--- src/rtl/booth_mult_seq.sv ---
// Iterative radix-2 Booth multiplier for signed operands, one add/sub-and-shift step per clock.
// Latency: WIDTH cycles from accepted start to the done pulse; one result per WIDTH+1 cycles.
// Backpressure: start is sampled only while idle and is ignored while busy.
module booth_mult_seq #(
  parameter int WIDTH = 8,
  parameter int CNT_W = $clog2(WIDTH) + 1
) (
  input  logic               clk,
  input  logic               rst_n,
  input  logic               start,
  input  logic [WIDTH-1:0]   multiplicand,
  input  logic [WIDTH-1:0]   multiplier,
  output logic               busy,
  output logic               done,
  output logic [2*WIDTH-1:0] product
);

  typedef enum logic {IDLE, RUN} state_t;

  state_t           state, state_nxt;
  logic [WIDTH:0]   a_reg, m_reg;
  logic [WIDTH-1:0] q_reg;
  logic             qm1_reg;
  logic [CNT_W-1:0] cnt;

  logic [WIDTH:0]   sum;
  logic [WIDTH:0]   a_shf;
  logic [WIDTH-1:0] q_shf;
  logic             last;

  // A carries one guard bit so subtracting the most negative M cannot overflow.
  always_comb begin
    sum = a_reg;
    case ({q_reg[0], qm1_reg})
      2'b01:   sum = a_reg + m_reg;
      2'b10:   sum = a_reg - m_reg;
      default: sum = a_reg;
    endcase
    a_shf = {sum[WIDTH], sum[WIDTH:1]};
    q_shf = {sum[0], q_reg[WIDTH-1:1]};
  end

  assign last = (cnt == CNT_W'(WIDTH - 1));
  assign busy = (state == RUN);

  always_ff @(posedge clk or negedge rst_n) begin
    if (!rst_n) state <= IDLE;
    else        state <= state_nxt;
  end

  always_comb begin
    state_nxt = state;
    case (state)
      IDLE:    if (start) state_nxt = RUN;
      RUN:     if (last)  state_nxt = IDLE;
      default: state_nxt = IDLE;
    endcase
  end

  always_ff @(posedge clk or negedge rst_n) begin
    if (!rst_n) begin
      a_reg   <= '0;
      m_reg   <= '0;
      q_reg   <= '0;
      qm1_reg <= 1'b0;
      cnt     <= '0;
      done    <= 1'b0;
      product <= '0;
    end else begin
      done <= 1'b0;
      if (state == IDLE) begin
        if (start) begin
          m_reg   <= {multiplicand[WIDTH-1], multiplicand};
          a_reg   <= '0;
          q_reg   <= multiplier;
          qm1_reg <= 1'b0;
          cnt     <= '0;
        end
      end else begin
        a_reg   <= a_shf;
        q_reg   <= q_shf;
        qm1_reg <= q_reg[0];
        cnt     <= cnt + 1'b1;
        if (last) begin
          product <= {a_shf[WIDTH-1:0], q_shf};
          done    <= 1'b1;
        end
      end
    end
  end

endmodule

--- config.mk ---
export PLATFORM = sky130hd
export DESIGN_NAME = booth_mult_seq
export DESIGN_NICKNAME = d
export VERILOG_FILES = /design/src/rtl/booth_mult_seq.sv
export SDC_FILE = /design/constraint.sdc
export NUM_CORES = 1
export LEC_CHECK = 0
export BUFFER_PORTS_ARGS = -buffer_cell sky130_fd_sc_hd__buf_2
export CAP_MARGIN = 30
export CORE_UTILIZATION = 50
export DETAILED_ROUTE_END_ITERATION = 10
export GPL_TIMING_DRIVEN = 0
export PLACE_DENSITY = 0.71
export SETUP_SLACK_MARGIN = 0.5
export SYNTH_ARGS = -nofsm -noshare
export SYNTH_HDL_FRONTEND = slang
export SYNTH_SLANG_ARGS = --single-unit
--- constraint.sdc ---
create_clock -name clk -period 3.5 [get_ports clk]
set_input_delay 0.35 -clock clk [delete_from_list [all_inputs] [get_ports clk]]
set_output_delay 0.35 -clock clk [all_outputs]
set_load 0.02 [all_outputs]
[After elaboration in Yosys (flattened, before gate mapping)]
Index checks and enable logic that the tools add are counted.
Word-level totals
  bits in registers: 48
  word-level logic and storage cells: 32
Operators by class
  add/sub/neg operators: 3
  equal/unequal tests: 3
  mux-type cells: 14
  bitwise logic cells: 1
  reduce and logical (&&, ||, !) cells: 3
Operators with widths (count)
  9-bit two-way mux: 2
  9-bit case mux with 2 select lines: 1
  8-bit two-way mux: 2
  9-bit adder: 1
  9-bit subtractor: 1
  4-bit two-way mux: 2
  1-bit two-way mux: 6
  4-bit by 1-bit adder with 4-bit output (second input constant): 1
  4-bit by 3-bit == test with 1-bit output (second input constant): 1
  2-bit AND reduction: 2
  2-bit by 1-bit == test with 1-bit output (second input constant): 1
  2-bit == test (second input constant): 1
  1-bit case mux with 2 select lines: 1
  2-bit nonzero test: 1
  1-bit inverter: 1

[Longest topological paths before layout]
  depth after elaboration: 3
  depth in mapped cells: 12
  depth with buffers taken out: 12

[Worst setup path after synthesis]
Ideal clock, no wire load.
  path kind: reg2reg
  start: register qm1_reg
  end: register product[15]
  arrival: 2.381 ns
  required time: 3.371 ns
  setup slack: 0.989 ns
  cell stages (with the launch flop): 12
  clock period less this slack: 2.511 ns
  cells stage by stage: dfrtp_1 -> inv_1 -> ha_1 -> buf_2 -> mux2_2 -> fa_1 -> nand2b_1 -> a21oi_1 -> a21oi_2 -> mux2i_1 -> xor2_1 -> o21ai_1
On the way
  word-level cells in the longest chain between the ends: 2
Ends and longest elaborated chain
  start: declaration: RTL line 23  | logic qm1_reg;
  start signal: assignment: RTL line 82  | qm1_reg <= q_reg[0];
  2-bit == test or 2-bit by 1-bit == test with 1-bit output (tied branches): RTL line 34  | case ({q_reg[0], qm1_reg})
  9-bit case mux with 2 select lines *: RTL line 34
  end signal: assignment: RTL line 85  | product <= {a_shf[WIDTH-1:0], q_shf};
  end: declaration: RTL line 15  | output logic [2*WIDTH-1:0] product
Every way passes the cells marked *; elsewhere a longest branch is shown, timed or not.
A chain may end at the register's enable or synchronous reset.

[Worst setup path in the final report]
Same ends and word-level chain as after synthesis.

==> results.json <==
{
  "grt.total_usage_pct": 21.4,
  "syn2layout_area_growth_pct": 15.7,
  "maxSlewHeadroom_pct": 67.9,
  "grt_max_degree": 34,
  "cts_buffers": 5,
  "hold_viol": 0,
  "cp_top_family": "multiplexers",
  "yosysWarningCount": 0,
  "setup_violations": 0,
  "startpoint_type": "flop",
  "num_vias": 1894,
  "io_pins": 37,
  "antenna_left": 0,
  "drcViolationCount": 0,
  "crit_path_cell_trace": "inv_1 > ha_1 > buf_2 > mux2_2 > fa_1 > nand2b_1 > a21oi_1 > a21oi_2 > mux2i_1 > xor2_1 > o21ai_1",
  "crit_path_max_incr_delay_ns": 0.43,
  "clockBufferDepth": 2,
  "ys_types": 45,
  "fmax_mhz": 360,
  "critPathSlowestCell": "fa_1",
  "synthCells": 255,
  "ys.flop_type": "dfrtp_1",
  "tns_ns": 0,
  "synth_top_cell_area_share_pct": 47.2,
  "hold_class": "in -> reg",
  "cp_max_fo": 8,
  "htreeDepth": 2,
  "core_area_um2": 4750,
  "dieHeight_um": 72.6,
  "slew_violations": 0,
  "routed_wl_um": 4880,
  "nets": 330,
  "critPathBufInv": 2,
  "register_area_um2": 1180,
  "syn_area_per_cell_um2": 9.76,
  "clk_pin_slew_ns": 0.10,
  "clockRootBuffer": "clkbuf_8",
  "critPathKind": "reg -> reg",
  "top_register": "product",
  "status": "finished, final reports clean",
  "yosysTopAreaCell": "dfrtp_1",
  "diodes": 0,
  "grt_pass1_vias": 1784,
  "gp_congestion": 0.813,
  "endpoint_kind": "flop",
  "synth_fp_nets": 286,
  "grt_pass1_wl_um": 8610,
  "dr.pass1.iters": 4,
  "die_w_um": 72.6,
  "grt.overflow.total": 0,
  "synth_seq_cells": 47,
  "synth_edf_count": 0,
  "worstMarginPinSlew_ns": 0.482,
  "fp.dieArea_um2": 5270,
  "yosysSeqAreaShare_pct": 47.2,
  "period_needed_ns": 2.78,
  "insertion_delay_ns": 0.30,
  "multi_input_area_um2": 1220,
  "cp_data_arrival_time_ns": 2.96,
  "fill_cells": 437,
  "portBuffers": 35,
  "worstPathRequired_ns": 3.68,
  "fin_skew_ns": 0.0101,
  "drt_iter0_markers": 84,
  "num_rows": 25,
  "period_share_pct": 79.4,
  "hpwl_um": 3740,
  "syn_area_um2": 2490,
  "largest_reg_flops": 16,
  "drv_cap": 0,
  "clkSinkCount": 47,
  "initial_utilization_pct": 52.4,
  "synth.area.top_cells": "dfrtp_1 47%, nand2_1 6.9%, ha_1 5.5%",
  "rsz0062_at_grt": "no",
  "vias_per_cell": 5.16,
  "cts_tree": "done",
  "drive_above_1_share_pct": 21.7,
  "async_flop_share_pct": 100,
  "routedWlPerCell_um": 13.3,
  "antenna_found_initial": 0
}
cells by family (layout without fill, tap and decap cells):
| kind of cell | Yosys count | in the layout | synth area share [%] |
|---|---|---|---|
| AO/OA/AOI/OAI | 57 | 57 | 13.7 |
| XOR/XNOR | 14 | 14 | 4.92 |
| adder cells (fa/ha/maj) | 12 | 12 | 6.33 |
| buffers and inverters | 22 | 67 | 4.07 |
| flip-flops | 47 | 47 | 47.2 |
| multiplexers | 18 | 18 | 7.64 |
| AND/OR/NAND/NOR | 85 | 85 | 16.1 |
placed cells by master (no fill, tap or decap), types with 3 or more instances in the layout:
cell       n
nor2b_1    3
nand3_1    4
o21ai_0   23
xor2_1     4
mux2i_1   10
mux2_2     8
ha_1      11
inv_1      9
a21oi_1   12
buf_2     38
nor2_1    15
nand2_1   46
dfrtp_1   47
o22ai_1    4
xnor2_1   10
clkbuf_8   5
a31oi_1    3
clkbuf_1   7
cell usage after synthesis (2+ instances only):
library cell and count:
a211oi_1 2, a21oi_1 12, a22o_1 2, a31oi_1 3, and3_1 2, buf_2 3, buf_6 2, clkbuf_1 7
dfrtp_1 47, ha_1 11, inv_1 9, mux2_2 8, mux2i_1 10, nand2_1 46, nand2b_1 2, nand3_1 4
nor2_1 15, nor2b_1 3, nor3_1 2, nor4b_1 2, o21ai_0 23, o22ai_1 4, o31ai_1 2, xnor2_1 10
xor2_1 4
repair_timing:
action	in CTS	in global routing
hold buffers	1	0
setup endpoints to repair	0	1
hold endpoints to repair	14	0
resized for setup	0	1
setup buffers	0	0
area by class of cell:
class | count | area share, %
Clock inverter | 3 | 0.955
Buffer | 12 | 2.21
Tap cell | 67 | 2.91
Clock buffer | 5 | 2.39
Multi-Input combinational cell | 186 | 42.3
Inverter | 10 | 1.30
Sequential cell | 47 | 40.8
Timing Repair Buffer | 37 | 7.12
tightest hold or removal path, delay by kind of cell:
kind	cells	cell delay [ns]
buf+inv	1	0.08
compound gates	1	0.05
simple gates	1	0.04
through the flow:
step	std cells	utilization [%]	hold slack (ns)	cell area, um^2	worst slack, ns
after floorplan	255	-	0.0544	2490	0.989
after global placement	357	57.8	0.454	2750	0.693
after detailed placement	358	58.2	0.282	2770	0.696
after CTS	367	60.5	0.242	2880	0.675
after global routing	367	60.6	0.255	2880	0.542
final	367	60.6	0.244	2880	0.720
layer usage:
layer	wire, um	global-route usage [%]
met5	0	0
met4	55	5.88
met3	158	4.44
met2	2180	32.3
met1	2490	31.4
worst paths after layout:
check | startpoint | to | slack, ns | depth (start not counted)
setup / recovery | qm1_reg | product[15] | 0.72 | 11
min in group asynchronous | rst_n | q_reg[1] | 0.49 | 2
hold reg to reg | product[5] | product[5] | 0.48 | 2
setup reg to reg | qm1_reg | product[15] | 0.72 | 11
max in group asynchronous | rst_n | a_reg[0] | 2.52 | 3
hold / removal | multiplicand[0] | m_reg[0] | 0.24 | 3
Power is left out: the tool's default activity adds up to more than one toggle a clock period on the data nets, which glitch-free logic cannot reach.
